`src/rtl/clb_cfg_loader.sv`:
```
// clb_cfg_loader: serial preamble-framed, even-parity-checked configuration loader for the CLB
module clb_cfg_loader #(
   parameter int               CFG_W    = 37,
   parameter int               PRE_W    = 8,
   parameter logic [PRE_W-1:0] PREAMBLE = 8'hF2,
   parameter logic [CFG_W-1:0] CFG_RST  = 37'h022C54038
) (
   input  logic             K,
   input  logic             RST_N,
   input  logic             DIN,
   input  logic             DIN_VLD,
   output logic [CFG_W-1:0] CFG,
   output logic             CFG_VLD,
   output logic             BUSY,
   output logic             DONE,
   output logic             ERR
);
   localparam int BC_W = $clog2(CFG_W);
   localparam logic [1:0] HUNT   = 2'd0;
   localparam logic [1:0] DATA   = 2'd1;
   localparam logic [1:0] PARITY = 2'd2;

   logic [1:0]       state;
   logic [PRE_W-1:0] window;
   logic [CFG_W-1:0] shadow;
   logic [BC_W-1:0]  bitcnt;
   logic [PRE_W-1:0] window_nxt;

   assign window_nxt = {window[PRE_W-2:0], DIN};
   assign BUSY       = state != HUNT;

   // Frame FSM: hunt preamble, shift payload, commit only on good parity
   always_ff @(posedge K or negedge RST_N) begin
      if (!RST_N) begin
         state   <= HUNT;
         window  <= '0;
         shadow  <= '0;
         bitcnt  <= '0;
         CFG     <= CFG_RST;
         CFG_VLD <= 1'b0;
         DONE    <= 1'b0;
         ERR     <= 1'b0;
      end else begin
         DONE <= 1'b0;
         ERR  <= 1'b0;
         if (DIN_VLD) begin
            case (state)
               HUNT: begin
                  window <= window_nxt;
                  if (window_nxt == PREAMBLE) begin
                     state  <= DATA;
                     bitcnt <= '0;
                  end
               end
               DATA: begin
                  shadow <= {shadow[CFG_W-2:0], DIN};
                  bitcnt <= bitcnt + 1'b1;
                  if (bitcnt == BC_W'(CFG_W-1)) state <= PARITY;
               end
               PARITY: begin
                  if (^{shadow, DIN} == 1'b0) begin
                     CFG     <= shadow;
                     CFG_VLD <= 1'b1;
                     DONE    <= 1'b1;
                  end else begin
                     ERR <= 1'b1;
                  end
                  state  <= HUNT;
                  window <= '0;
               end
               default: state <= HUNT;
            endcase
         end
      end
   end
endmodule

```
`config.mk`:
```
export PLATFORM = sky130hd
export DESIGN_NAME = clb_cfg_loader
export DESIGN_NICKNAME = d
export VERILOG_FILES = /design/src/rtl/clb_cfg_loader.sv
export SDC_FILE = /design/constraint.sdc
export NUM_CORES = 1
export LEC_CHECK = 0
export ABC_AREA = 1
export BUFFER_PORTS_ARGS = -buffer_cell sky130_fd_sc_hd__buf_2
export CORE_ASPECT_RATIO = 0.9
export CORE_UTILIZATION = 25
export CTS_CLUSTER_SIZE = 20
export DETAILED_ROUTE_END_ITERATION = 7
export GPL_TIMING_DRIVEN = 0
export SLEW_MARGIN = 20
export SYNTH_ARGS = -nofsm -noshare
export SYNTH_HDL_FRONTEND = slang
export SYNTH_SLANG_ARGS = --single-unit
```
`constraint.sdc`:
```
create_clock -name K -period 2 [get_ports K]
set_clock_uncertainty 0.15 [all_clocks]
set_input_delay 0 -clock K [delete_from_list [all_inputs] [get_ports K]]
set_output_delay 0 -clock K [all_outputs]
set_load 0.005 [all_outputs]
```
# Word-level counts from Yosys, hierarchy flattened
# Index checks and enable logic that the tools add are counted.
# totals
wordCells	38
register_bits	92
input_bits	4
out_inout_bits	41
# op_classes
eq_ne	6
mux	12
n_reduce_logical	10
bitwise	1
addsub	1
# op_table
operator	count
$reduce_xor 38->1	1
$pmux 7 s2	1
$pmux 6 s2	1
$reduce_and 3->1	3
$eq 8x8->1 const B	1
$add 6x1->6 const B	1
$eq 6x6->1 const B	1
$mux 1	6
$mux 6	1
$reduce_bool 2->1	3
$mux 2	2
$ne 2x2->1 const B	2
$pmux 2 s2	1
$reduce_and 2->1	2
$eq 2x1->1 const B	1
$eq 2x2->1 const B	1
$logic_not 2->1	1
$not 1->1	1

# Depth between registers and ports, before layout
# Gate-level depths: netlist of the first run.
# depth
depth_word	4
ltp_mapped	18
depth_no_buf	16

# Least setup slack after synthesis of the first run
# OpenSTA, ideal clock, no wires.
# synth_timing
path_type	register -> register
start	reg shadow[11]
end	reg CFG[30]
arrival_ps	1569
setup_slack_ps	164
synth_period_minus_slack_ps	1836
required_ps	1733
setup_time_ps	117
n_path_buf	2
path_stages_with_launch	19
cell_sequence	dfrtp_1 -> inv_1 -> nand2_1 -> nand2_1 -> nand2_1 -> nand2_1 -> inv_1 -> nand2_1 -> nand2_1 -> nand2_1 -> nand3_1 -> nand2_1 -> nand2_1 -> nand2_2 -> nand2_2 -> buf_6 -> buf_8 -> nand2_2 -> nand2_1
# synth_via
elab_chain_len	3
# synth_lines
item	line	text
from (decl)	25	logic [CFG_W-1:0] shadow;
from (signal assigned)	56	shadow <= {shadow[CFG_W-2:0], DIN};
$reduce_xor 38->1	61	if (^{shadow, DIN} == 1'b0) begin
$not 1->1 (no source line)	--	
$reduce_and 3->1 (no source line)	--	
to (signal assigned)	62	CFG <= shadow;
to (decl)	12	output logic [CFG_W-1:0] CFG,
# Every way passes these cells.
# A chain may end at the register's enable or synchronous reset.

# Worst setup path in the final report of the first run
# layout_timing
start	reg shadow[11]
end	reg CFG[31]
# Same word-level chain as after synthesis.

==> key figures, run 1 <==
Logic synthesis
  • Number of register bits inferred by synthesis: 92
  • Fraction of post-synthesis cell area in the top cell type by area: 47.0%
  • Post-synth EDFFs: 0
  • Ys Warns: 0
  • Complex-gate fraction of the synthesized area: 3.98%
  • Largest family of logic cells by synthesized area: simple AND/OR/NAND/NOR gates
  • Cells taking the most area after synthesis: sky130_fd_sc_hd__dfrtp_1 (47%), sky130_fd_sc_hd__nand2_1 (19%), sky130_fd_sc_hd__dfstp_2 (6.0%)
  • Simple-gate share of the synthesized area: ~28%
  • Summed instance area of the synthesized netlist: 0.00437 mm^2
  • Syn Inst Count: between 500 and 600
  • Post-Syn Area per Cell: 8.36 um^2
  • Total nets after synthesis: between 500 and 600
  • Most repeated cell in the gate-level netlist after synthesis: sky130_fd_sc_hd__nand2_1
  • Synth area leader: sky130_fd_sc_hd__dfrtp_1
  • Area share of fa/ha/maj cells after synthesis: 0.573%
  • List of most frequent post-synthesis cells: sky130_fd_sc_hd__nand2_1 (216), sky130_fd_sc_hd__dfrtp_1 (82), sky130_fd_sc_hd__nand3_1 (49)
  • Mux cell area share after synthesis: 4.38%
  • Xor-xnor portion of the synthesized cell area: 3.41%
  • Number of distinct library cell variants in the gate-level netlist after synthesis: 23
  • Proportion of synthesized flip-flops having asynchronous set or reset: 100%
  • Proportion of synthesized chip area in sequential cells: 53.0%
  • Most common flop cell mapped by yosys: sky130_fd_sc_hd__dfrtp_1

Power
  • Power density cells: 1760 mW/mm^2
  • Worst ir drop on vdd: 1.35 mV
  • Reported net switching power: 4.29 mW
  • Share of total power in combinational logic: 57.8%
  • Share of total power in sequential cells: 25.7%
  • Total internal power: 6.21 mW
  • Net switching share of the total power: 40.9%
  • Final Total Pwr: 10.5 mW
  • Portion of total power attributed to the clock network: 16.5%
  • LEAKAGE: between 3 and 4 nW

Clock network
  • Inserted Clock Buffers: 9
  • Clk root buf: sky130_fd_sc_hd__clkbuf_16
  • Max Root-Sink Buffers: 2
  • TritonCTS sink count: 92
  • H-tree levels: 3
  • TritonCTS clock tree: yes
  • Skew-Pair Late Insertion Delay: 350 ps
  • Clock input transition at the sequential cells of the worst setup and hold paths: 70 ps

Setup path
  • Critical R2R Capture: CFG[31]
  • CP Cell Sequence: inv_2 -> nand2_2 -> nand2_2 -> nand2_2 -> nand2_2 -> inv_2 -> nand2_2 -> nand2_2 -> nand2_2 -> nand3_2 -> nand2_1 -> nand2_1 -> nand2_2 -> nand2_4 -> buf_12 -> clkbuf_16 -> nand2_2 -> nand2_1
  • Worst EP required: 2090 ps
  • Largest fanout on the critical path: 6
  • CP max-delay cell: sky130_fd_sc_hd__dfrtp_1
  • Biggest cell delay along the critical path: 440 ps
  • Kind of end point of the critical path: flop
  • Path depth of the worst reg2reg path: 18
  • Beginning of the worst register-to-register path: shadow[11]
  • Minimum setup slack among reg-to-reg paths: -70 ps
  • Worst endpoint data arrival time: 2160 ps
  • Setup CP Type: reg -> reg
  • Kind of start point of the critical path: flop
  • CP dominant cell by count: sky130_fd_sc_hd__nand2_2

Timing
  • Fmax: around 0.48 GHz
  • Hold Violations, Final: 0
  • Post-Route Hold Slack: 8.21 ps
  • RSZ-0062 raised after global routing: true
  • Setup violators final: 34
  • Post-layout min period: 2070 ps
  • Crit share post-route: 103%
  • Slew HR: roughly three fifths
  • Final setup margin: -69.5 ps
  • Transition time at the pin with the least slew margin: just under 600 ps
  • Pins Over Slew Limit: 0

Floorplanning
  • Die area: 0.0180 mm^2
  • Die width: 141 um
  • Placement row count: 45
  • Initial Util: 25.7%
  • Die height: 127 um
  • Core region area: 0.0170 mm^2
  • Num ports: 45

Place
  • Weighted congestion reported at the end of routability-driven placement: about 0.80
  • Setup WS pre-CTS: -275 ps
  • Hpwl dp: roughly 6.6 mm
  • Port Buf Inserts: 44

Layout
  • Signed area change from the synthesized netlist to the final layout: 36.5%
  • Diode insertion count for antenna repair: 0
  • Ratio of cells with drive above 1 in the final layout: a little under two fifths
  • Nets: 628
  • Filler Cells Inserted: approximately 1800

Detailed routing
  • Detailed router's first-iteration violation count: 176
  • DRC viols: 0
  • TritonRoute pass-1 iters: 4
  • Antenna Nets Post-Route: 0
  • DRT Wirelength: 10.4 mm
  • Via density per instance: 4.22
  • Via count of the routed design: around 3600
  • Post-detailed-route wirelength per cell: 12.1 um

Run status
  • Result of the run: complete, but fails checks
  • Violated checks: setup timing

Global route
  • First-pass GRT wire length: 16.6 mm
  • GRT overflow: 0
  • Number of antenna violations at the first check in global routing: 0
  • Number of global-route vias before repair: 3487
  • Total global routing track utilization: around an eighth
  • Pin count of the biggest net entering global routing: a little under 50

Flow run
  • Max-cap check violation count: 0

Hold path
  • Kind of path behind the tightest hold check: in -> async
-- flip-flops by register name (all words and copies together) (netlist names) --
| register | flops |
|---|---|
| CFG | 37 |
| CFG_VLD | 1 |
| DONE | 1 |
| ERR | 1 |
| bitcnt | 6 |
| shadow | 37 |
| state | 2 |
| window | 7 |
-- worst max-delay path, delay by kind of cell (launching register included) --
kind | cells | cell delay, ps
buffers and inverters | 4 | 450
flip-flops | 1 | 440
AND/OR/NAND/NOR | 14 | 930
-- power by group through the flow --
stage                     logic (mW)  registers [mW]  clock network (mW)
after floorplan                 2.89            2.57                   0
after global placement          3.60            2.66                   0
after detailed placement        3.65            2.67                   0
after CTS                       3.99            2.63                1.78
after global routing            6.65            2.75                1.84
final                           6.06            2.70                1.74
-- kinds of logic after synthesis --
kind of cell / count (synthesis)
xor gates and xnor gates: 17
adders and majority gates: 2
buffers and inverters: 64
and+or+nand+nor: 298
AOI/OAI and AO/OA: 33
DFF: 92
muxes: 17
-- cell type report --
cell class                      count  area [um^2]  share of cell area (%)
Sequential cell                    92         2330                    39.1
Timing Repair Buffer               88          686                    11.5
Inverter                           46          173                    2.89
Multi-Input combinational cell    367         2020                    33.9
Tap cell                          235          294                    4.93
Clock inverter                      5         60.1                    1.01
Clock buffer                       11          243                    4.07
Buffer                             18          158                    2.64
-- stage by stage --
stage / cell area, um^2 / util, % / TNS [ps] / instances
finish: 5970 / 35.1 / -1190 / 862
global route: 5970 / 35.1 / -7340 / 862
CTS: 5470 / 32.2 / -335 / 841
detailed placement: 4920 / 28.9 / -3430 / 803
global placement: 4880 / 28.7 / -15910 / 802
floorplan: 4370 / - / 0 / 523
-- metal layers --
layer | up-vias | track usage, % | share of wire (%)
met5 | - | 0 | 0
met4 | 0 | 3.61 | 1.5
met3 | 14 | 3.71 | 4.9
met2 | 69 | 19.5 | 47
met1 | 1710 | 14.3 | 46
li1 | 1844 | - | -
-- cell usage in the layout, fill, tap and decap left out, drive strengths merged --
| cell | synthesis | layout |
|---|---|---|
| nand4 | 4 | 4 |
| nand2 | 226 | 226 |
| clkbuf | 4 | 19 |
| bufinv | 0 | 1 |
| nand3 | 49 | 49 |
| inv | 46 | 47 |
| clkinvlp | 0 | 1 |
| dfstp | 10 | 10 |
| nor3 | 2 | 2 |
| nor3b | 3 | 3 |
| dfrtp | 82 | 82 |
| o22ai | 7 | 7 |
| mux2 | 17 | 17 |
| xnor2 | 10 | 10 |
| nor2 | 14 | 14 |
| a21oi | 5 | 5 |
| buf | 14 | 95 |
| clkinv | 0 | 2 |
| xor2 | 7 | 7 |
| dlygate4sd3 | 0 | 3 |
| o21ai | 21 | 21 |
| ha | 2 | 2 |
-- how the worst max path moves through the flow --
stage                     from      end  cells after the start
floorplan           shadow[11]  CFG[30]                     18
global placement      state[0]  CFG[36]                      7
detailed placement    state[0]  CFG[36]                      7
CTS                 shadow[22]  CFG[36]                     13
global route        shadow[11]  CFG[32]                     18
finish              shadow[11]  CFG[31]                     18
-- what timing repair did --
action,CTS,global route
resized for setup,19,90
hold buffers,3,0
setup buffers,18,18
hold endpoints to repair,94,0
endpoints found under the setup margin,41,51
pin swaps,4,22
cloned,1,3
(Power assumes the default switching activity.)
==> run 2: changes to the inputs <==
Clock period 2 ns to 1.85 ns, I/O delays scaled along.
==> run 2 against run 1 <==
Effect of this change: the run still ends with setup timing left; clock power up 8%; die area unchanged; fmax grew 0.29%; register-to-register slack lost 140 ps; via count decreased by 1.0%; critical path depth did not move; non-clock buffer count decreased by 6; largest cell class unchanged.
==> key figures, run 2 (synthesized netlist as in run 1, its figures left out) <==
Run status
  • Result of the run: complete, but fails checks (unchanged)
  • Violated checks: setup timing (unchanged)

Setup path
  • Beginning of the worst register-to-register path: shadow[11] (unchanged)
  • Largest fanout on the critical path: 6 (unchanged)
  • Setup CP Type: reg -> reg (unchanged)
  • Minimum setup slack among reg-to-reg paths: -210 ps (was -70 ps)
  • Worst EP required: 1940 ps (was 2090 ps)
  • Path depth of the worst reg2reg path: 18 (unchanged)
  • Critical R2R Capture: CFG[31] (unchanged)
  • Kind of end point of the critical path: flop (unchanged)
  • Kind of start point of the critical path: flop (unchanged)
  • Worst endpoint data arrival time: 2150 ps (was 2160 ps)

Layout
  • Most common cell after layout, fill and taps aside: sky130_fd_sc_hd__nand2_1 (unchanged)
  • Final non-filler cell total: 857 (was 862)
  • Ratio of cells with drive above 1 in the final layout: 36.7% (was 38.0%)
  • Filler Cells Inserted: 1773 (was 1758)
  • Nets: 622 (was 628)
  • Signed area change from the synthesized netlist to the final layout: 33.9% (was 36.5%)
  • Most frequent cells in the layout: sky130_fd_sc_hd__nand2_1 (182), sky130_fd_sc_hd__dfrtp_1 (67), sky130_fd_sc_hd__buf_2 (47) (was sky130_fd_sc_hd__nand2_1 (180), sky130_fd_sc_hd__dfrtp_1 (68), sky130_fd_sc_hd__buf_2 (48))
  • Registers with the highest flip-flop counts: CFG (37), shadow (37), window (7) (unchanged)

Detailed routing
  • TritonRoute pass-1 iters: 6 (was 4)
  • DRC viols: 0 (unchanged)
  • Via density per instance: 4.20 (was 4.22)
  • Post-detailed-route wirelength per cell: 11.8 um (was 12.1 um)
  • DRT Wirelength: 10.1 mm (was 10.4 mm)
  • Detailed router's first-iteration violation count: 208 (was 176)
  • Via count of the routed design: 3599 (was 3637)
  • Antenna Nets Post-Route: 0 (unchanged)

Floorplanning
  • Die height: 127 um (unchanged)
  • Die area: 0.0180 mm^2 (unchanged)
  • Num ports: 45 (unchanged)
  • Core region area: 0.0170 mm^2 (unchanged)
  • Die width: 141 um (unchanged)
  • Placement row count: 45 (unchanged)
  • Initial Util: 25.7% (unchanged)

Clock network
  • Inserted Clock Buffers: 9 (unchanged)
  • Max Root-Sink Buffers: 2 (unchanged)
  • Skew-Pair Late Insertion Delay: 350 ps (about the same)
  • Clk root buf: sky130_fd_sc_hd__clkbuf_16 (unchanged)
  • TritonCTS sink count: 92 (unchanged)
  • TritonCTS clock tree: yes (unchanged)
  • H-tree levels: 3 (unchanged)
  • Clock input transition at the sequential cells of the worst setup and hold paths: 70 ps (about the same)

Timing
  • Pins Over Slew Limit: 0 (unchanged)
  • Fmax: 0.485 GHz (was 0.483 GHz)
  • Transition time at the pin with the least slew margin: 509 ps (was 588 ps)
  • Post-layout min period: 2060 ps (was 2070 ps)
  • Slew HR: 66.1% (was 60.8%)
  • Post-Route Hold Slack: 5.25 ps (was 8.21 ps)
  • RSZ-0062 raised after global routing: true (unchanged)
  • Crit share post-route: 112% (was 103%)
  • Hold Violations, Final: 0 (unchanged)
  • Setup_tns: -6260 ps (was -1190 ps)
  • Setup violators final: 40 (was 34)
  • Final setup margin: -213 ps (was -69.5 ps)

Power
  • LEAKAGE: 3.10 nW (was 3.14 nW)
  • Power density cells: 1820 mW/mm^2 (was 1760 mW/mm^2)
  • Final Total Pwr: 10.7 mW (was 10.5 mW)
  • Portion of total power attributed to the clock network: 17.7% (was 16.5%)
  • Share of total power in combinational logic: 54.9% (was 57.8%)
  • Total internal power: 6.28 mW (was 6.21 mW)
  • Share of total power in sequential cells: 27.4% (was 25.7%)
  • Net switching share of the total power: 41.1% (was 40.9%)
  • Worst ir drop on vdd: 1.35 mV (about the same)
  • Reported net switching power: 4.38 mW (was 4.29 mW)

Place
  • Port Buf Inserts: 44 (unchanged)
  • Post-placement cell count: 803 (unchanged)
  • Weighted congestion reported at the end of routability-driven placement: 0.801 (unchanged)
  • Hpwl dp: 6.62 mm (unchanged)

Hold path
  • Kind of path behind the tightest hold check: in -> async (unchanged)

Global route
  • Number of global-route vias before repair: 3485 (was 3487)
  • Number of antenna violations at the first check in global routing: 1 (was 0)
  • Pin count of the biggest net entering global routing: 49 (unchanged)
  • GRT overflow: 0 (unchanged)
  • First-pass GRT wire length: 16.9 mm (was 16.6 mm)
  • Total global routing track utilization: 11.9% (was 11.6%)

Flow run
  • Max-cap check violation count: 0 (unchanged)
==> run 2: cell types whose count changed in the layout (fill, tap and decap cells not counted), sizes merged <==
cell	delta
buf	-4
clkbuf	-2
diode	+1
==> run 2: worst max path at each step <==
stage	start	to	slack, ps	cells after the start
2_1_floorplan	shadow[11]	CFG[30]	10	18
3_3_place_gp	state[0]	CFG[36]	-420	7
3_5_place_dp	state[0]	CFG[36]	-430	7
4_1_cts	shadow[21]	CFG[27]	-190	14
5_1_grt	shadow[11]	CFG[32]	-360	18
6_report	shadow[11]	CFG[31]	-210	18
==> run 2: power by group through the flow <==
stage	Clock, mW	Combinational [mW]	Sequential, mW
global route	2.00	6.49	2.98
finish	1.88	5.85	2.92
global placement	0	3.89	2.88
floorplan	0	3.13	2.78
detailed placement	0	3.95	2.88
CTS	1.93	5.37	2.86
==> run 2: metal layers <==
metal / up-vias / GRT usage [%] / share of wire, %
met1: 1684 / 14.8 / 47
met4: 0 / 3.98 / 1.4
met3: 13 / 3.86 / 5.7
li1: 1835 / - / -
met5: - / 0 / 0
met2: 67 / 19.4 / 46
==> run 2: timing repair <==
item,in CTS,in global routing
pin swaps,10,20
resized for setup,41,61
hold endpoints to repair,94,0
setup endpoints to repair,50,56
buffers inserted,22,12
hold buffers,3,0
cloned,2,1
==> run 2: final cells by class <==
class	instances	area, um^2	share of cell area [%]
tap	235	294	5.03
buffer	17	144	2.46
antenna	1	2.50	0.0428
sequential	92	2330	39.9
timing repair buffer	83	609	10.4
inverter	46	173	2.95
clock inverter	5	60.1	1.03
multi-input combinational	367	1990	34.0
clock buffer	11	243	4.15
==> run 2: worst max-delay path, stage by stage (launching register included) <==
cell and delay, ps:
sky130_fd_sc_hd__dfrtp_1 440, sky130_fd_sc_hd__inv_2 100, sky130_fd_sc_hd__nand2_2 50, sky130_fd_sc_hd__nand2_2 90, sky130_fd_sc_hd__nand2_2 60, sky130_fd_sc_hd__nand2_2 80, sky130_fd_sc_hd__inv_2 40, sky130_fd_sc_hd__nand2_2 50
sky130_fd_sc_hd__nand2_2 60, sky130_fd_sc_hd__nand2_2 70, sky130_fd_sc_hd__nand3_2 60, sky130_fd_sc_hd__nand2_1 70, sky130_fd_sc_hd__nand2_1 60, sky130_fd_sc_hd__nand2_2 100, sky130_fd_sc_hd__nand2_4 80, sky130_fd_sc_hd__buf_12 160
sky130_fd_sc_hd__clkbuf_16 150, sky130_fd_sc_hd__nand2_2 40, sky130_fd_sc_hd__nand2_1 40
==> run 2: metrics by stage <==
| step | util (%) | setup slack [ps] | cell area (um^2) |
|---|---|---|---|
| finish | 34.4 | -213 | 5850 |
| global route | 34.4 | -359 | 5850 |
| CTS | 33.0 | -186 | 5600 |
| detailed placement | 28.9 | -425 | 4920 |
| global placement | 28.7 | -424 | 4880 |
| floorplan | - | 14.4 | 4370 |
==> run 3: changes to the inputs <==
Settings changed: CORE_UTILIZATION 25 to 50, PLACE_DENSITY set to 0.72.
==> run 3 against run 2 <==
Effect of this change: the flow still finishes with violations (setup timing); clock power shrank 25%; flip-flop and latch count did not move; hold slack gained 79 ps; wire length down 6.4%; sequential power hardly changed; largest power group unchanged; fmax down 2.3%; sequential share of layout area increased by 2.1 points; combinational power decreased by 15%; power shrank 13%; final area is 5.1% lower.
==> key figures, run 3 (synthesized netlist as in run 1, its figures left out) <==
Setup path
  • CP Buf/Inv Count: 2 (was 4)
  • CP Cell Sequence: xor2_2 -> nand2_1 -> nand2_1 -> nand2_1 -> nand2_1 -> nand2_1 -> nand3_2 -> nand2_2 -> nand2_2 -> nand2_2 -> nand2_2 -> buf_6 -> clkbuf_16 -> nand2_2 -> nand2_1 (was inv_2 -> nand2_2 -> nand2_2 -> nand2_2 -> nand2_2 -> inv_2 -> nand2_2 -> nand2_2 -> nand2_2 -> nand3_2 -> nand2_1 -> nand2_1 -> nand2_2 -> nand2_4 -> buf_12 -> clkbuf_16 -> nand2_2 -> nand2_1)
  • CP dominant cell by count: sky130_fd_sc_hd__nand2_1 (was sky130_fd_sc_hd__nand2_2)
  • Kind of start point of the critical path: flop (unchanged)
  • CP max-delay cell: sky130_fd_sc_hd__dfrtp_2 (was sky130_fd_sc_hd__dfrtp_1)
  • Setup CP Type: reg -> reg (unchanged)
  • Worst EP required: 1960 ps (was 1940 ps)
  • Worst path top cell family by delay: simple AND/OR/NAND/NOR gates (unchanged)
  • Worst endpoint data arrival time: 2220 ps (was 2150 ps)
  • Largest fanout on the critical path: 5 (was 6)
  • Kind of end point of the critical path: flop (unchanged)
  • Biggest cell delay along the critical path: 470 ps (was 440 ps)

Floorplanning
  • Die height: 90.7 um (was 127 um)
  • Die area: 0.00912 mm^2 (was 0.0180 mm^2)
  • Num ports: 45 (unchanged)
  • Placement row count: 31 (was 45)
  • Core region area: 0.00826 mm^2 (was 0.0170 mm^2)
  • Initial Util: 52.9% (was 25.7%)
  • Die width: 101 um (was 141 um)

Hold path
  • Kind of path behind the tightest hold check: in -> async (unchanged)

Detailed routing
  • DRC viols: 0 (unchanged)
  • DRT Wirelength: 9.44 mm (was 10.1 mm)
  • TritonRoute pass-1 iters: 4 (was 6)
  • Via count of the routed design: 3600 (was 3599)
  • Post-detailed-route wirelength per cell: 13.1 um (was 11.8 um)
  • Via density per instance: 4.99 (was 4.20)
  • Antenna Nets Post-Route: 0 (unchanged)
  • Detailed router's first-iteration violation count: 128 (was 208)

Global route
  • First-pass GRT wire length: 16.1 mm (was 16.9 mm)
  • Pin count of the biggest net entering global routing: 58 (was 49)
  • Total global routing track utilization: 22.4% (was 11.9%)
  • Number of antenna violations at the first check in global routing: 0 (was 1)
  • GRT overflow: 0 (unchanged)
  • Number of global-route vias before repair: 3546 (was 3485)

Place
  • Hpwl dp: 6.13 mm (was 6.62 mm)
  • Setup WS pre-CTS: -432 ps (was -425 ps)
  • Placement-stage cell area: 0.00476 mm^2 (was 0.00492 mm^2)
  • Port Buf Inserts: 44 (unchanged)
  • Weighted congestion reported at the end of routability-driven placement: 0.856 (was 0.801)

Power
  • Power density cells: 1670 mW/mm^2 (was 1820 mW/mm^2)
  • Reported net switching power: 4.15 mW (was 4.38 mW)
  • Worst ir drop on vdd: 1.10 mV (was 1.35 mV)
  • Portion of total power attributed to the clock network: 15.2% (was 17.7%)
  • Net switching share of the total power: 44.7% (was 41.1%)
  • Share of total power in combinational logic: 53.4% (was 54.9%)
  • Share of total power in sequential cells: 31.4% (was 27.4%)
  • LEAKAGE: 3.00 nW (was 3.10 nW)
  • Total internal power: 5.13 mW (was 6.28 mW)

Timing
  • RSZ-0062 raised after global routing: true (unchanged)
  • Fmax: 0.473 GHz (was 0.485 GHz)
  • Transition time at the pin with the least slew margin: 719 ps (was 509 ps)
  • Post-Route Hold Slack: 83.8 ps (was 5.25 ps)
  • Slew HR: 52.1% (was 66.1%)
  • Crit share post-route: 114% (was 112%)
  • Post-layout min period: 2110 ps (was 2060 ps)
  • Pins Over Slew Limit: 0 (unchanged)
  • Hold Violations, Final: 0 (unchanged)
  • Final setup margin: -262 ps (was -213 ps)
  • Setup violators final: 40 (unchanged)

Clock network
  • Skew-Pair Late Insertion Delay: 360 ps (was 350 ps)
  • Max Root-Sink Buffers: 2 (unchanged)
  • Inserted Clock Buffers: 9 (unchanged)
  • H-tree levels: 3 (unchanged)
  • Clock input transition at the sequential cells of the worst setup and hold paths: 90 ps (was 70 ps)
  • TritonCTS sink count: 92 (unchanged)
  • TritonCTS clock tree: yes (unchanged)
  • Clk root buf: sky130_fd_sc_hd__clkbuf_8 (was sky130_fd_sc_hd__clkbuf_16)

Layout
  • Signed area change from the synthesized netlist to the final layout: 27.0% (was 33.9%)
  • Most frequent cells in the layout: sky130_fd_sc_hd__nand2_1 (174), sky130_fd_sc_hd__dfrtp_1 (70), sky130_fd_sc_hd__buf_2 (46), sky130_fd_sc_hd__nand3_1 (46), sky130_fd_sc_hd__nand2_2 (43) (was sky130_fd_sc_hd__nand2_1 (182), sky130_fd_sc_hd__dfrtp_1 (67), sky130_fd_sc_hd__buf_2 (47))
  • Nets: 608 (was 622)
  • Most common cell after layout, fill and taps aside: sky130_fd_sc_hd__nand2_1 (unchanged)
  • Diode insertion count for antenna repair: 0 (was 1)
  • Post-route design area: 0.00555 mm^2 (was 0.00585 mm^2)
  • Registers with the highest flip-flop counts: CFG (37), shadow (37), window (7) (unchanged)
  • Ratio of cells with drive above 1 in the final layout: 35.7% (was 36.7%)
  • Filler Cells Inserted: 670 (was 1773)

Run status
  • Violated checks: setup timing (unchanged)
  • Result of the run: complete, but fails checks (unchanged)

Flow run
  • Max-cap check violation count: 0 (unchanged)
run 3: cell types whose count changed in the layout (fill, tap and decap cells not counted), sizes merged:
cell      previous run  this run
buf                 91        77
clkbuf              17        16
clkinv               2         1
clkinvlp             1         2
diode                1         0
inv                 47        48
run 3: worst register-to-register path: stages (launching register included):
cell and delay [ps]:
sky130_fd_sc_hd__dfrtp_2 470, sky130_fd_sc_hd__xor2_2 200, sky130_fd_sc_hd__nand2_1 120, sky130_fd_sc_hd__nand2_1 60, sky130_fd_sc_hd__nand2_1 70, sky130_fd_sc_hd__nand2_1 80, sky130_fd_sc_hd__nand2_1 80, sky130_fd_sc_hd__nand3_2 100
sky130_fd_sc_hd__nand2_2 90, sky130_fd_sc_hd__nand2_2 50, sky130_fd_sc_hd__nand2_2 80, sky130_fd_sc_hd__nand2_2 80, sky130_fd_sc_hd__buf_6 140, sky130_fd_sc_hd__clkbuf_16 150, sky130_fd_sc_hd__nand2_2 50, sky130_fd_sc_hd__nand2_1 50
run 3: power by group through the flow:
stage | registers (mW) | clock network [mW] | logic (mW)
3_5_place_dp | 2.88 | 0 | 3.98
6_report | 2.91 | 1.41 | 4.96
5_1_grt | 2.97 | 1.52 | 5.49
2_1_floorplan | 2.78 | 0 | 3.13
3_3_place_gp | 2.85 | 0 | 3.85
4_1_cts | 2.86 | 1.45 | 4.53
run 3: cell type report:
cell class	count	area [um^2]	share of cell area (%)
clock buffer	10	138	2.48
tap	115	144	2.59
multi-input combinational	367	2050	36.9
inverter	46	173	3.11
timing repair buffer	70	504	9.08
sequential	92	2330	42.0
buffer	16	140	2.52
clock inverter	6	71.3	1.28
run 3: what timing repair did:
item / CTS / global route
gates resized for setup: 41 / 69
hold endpoints to repair: 67 / 0
hold buffers: 3 / 0
pin swaps: 16 / 22
gates cloned: 1 / 1
endpoints found under the setup margin: 51 / 62
buffers inserted: 12 / 8
run 3: final timing paths:
| kind | startpoint | end | slack (ps) | cells past startpoint |
|---|---|---|---|---|
| hold / removal | RST_N | DONE | 80 | 2 |
| hold reg to reg | CFG[23] | CFG[23] | 310 | 2 |
| max in group asynchronous | RST_N | CFG[16] | 760 | 3 |
| setup / recovery | shadow[7] | CFG[15] | -260 | 15 |
| setup reg to reg | shadow[7] | CFG[15] | -260 | 15 |
| min in group K | DIN | state[0] | 170 | 9 |
run 3: layer usage:
metal	global-route usage, %	up-vias	part of all wire (%)
li1	-	1806	-
met1	28.0	1715	46
met2	38.6	63	50
met3	4.72	16	3.1
met4	7.13	0	1.7
met5	0	-	0
run 3: per-stage QoR:
stage	util [%]	power (mW)	setup TNS (ps)	instances
after floorplan	-	5.91	0	523
after global placement	57.3	6.70	-23860	682
after detailed placement	57.6	6.87	-10530	683
after CTS	63.5	8.84	-6600	713
after global routing	67.2	9.98	-12770	722
final	67.2	9.29	-8750	722
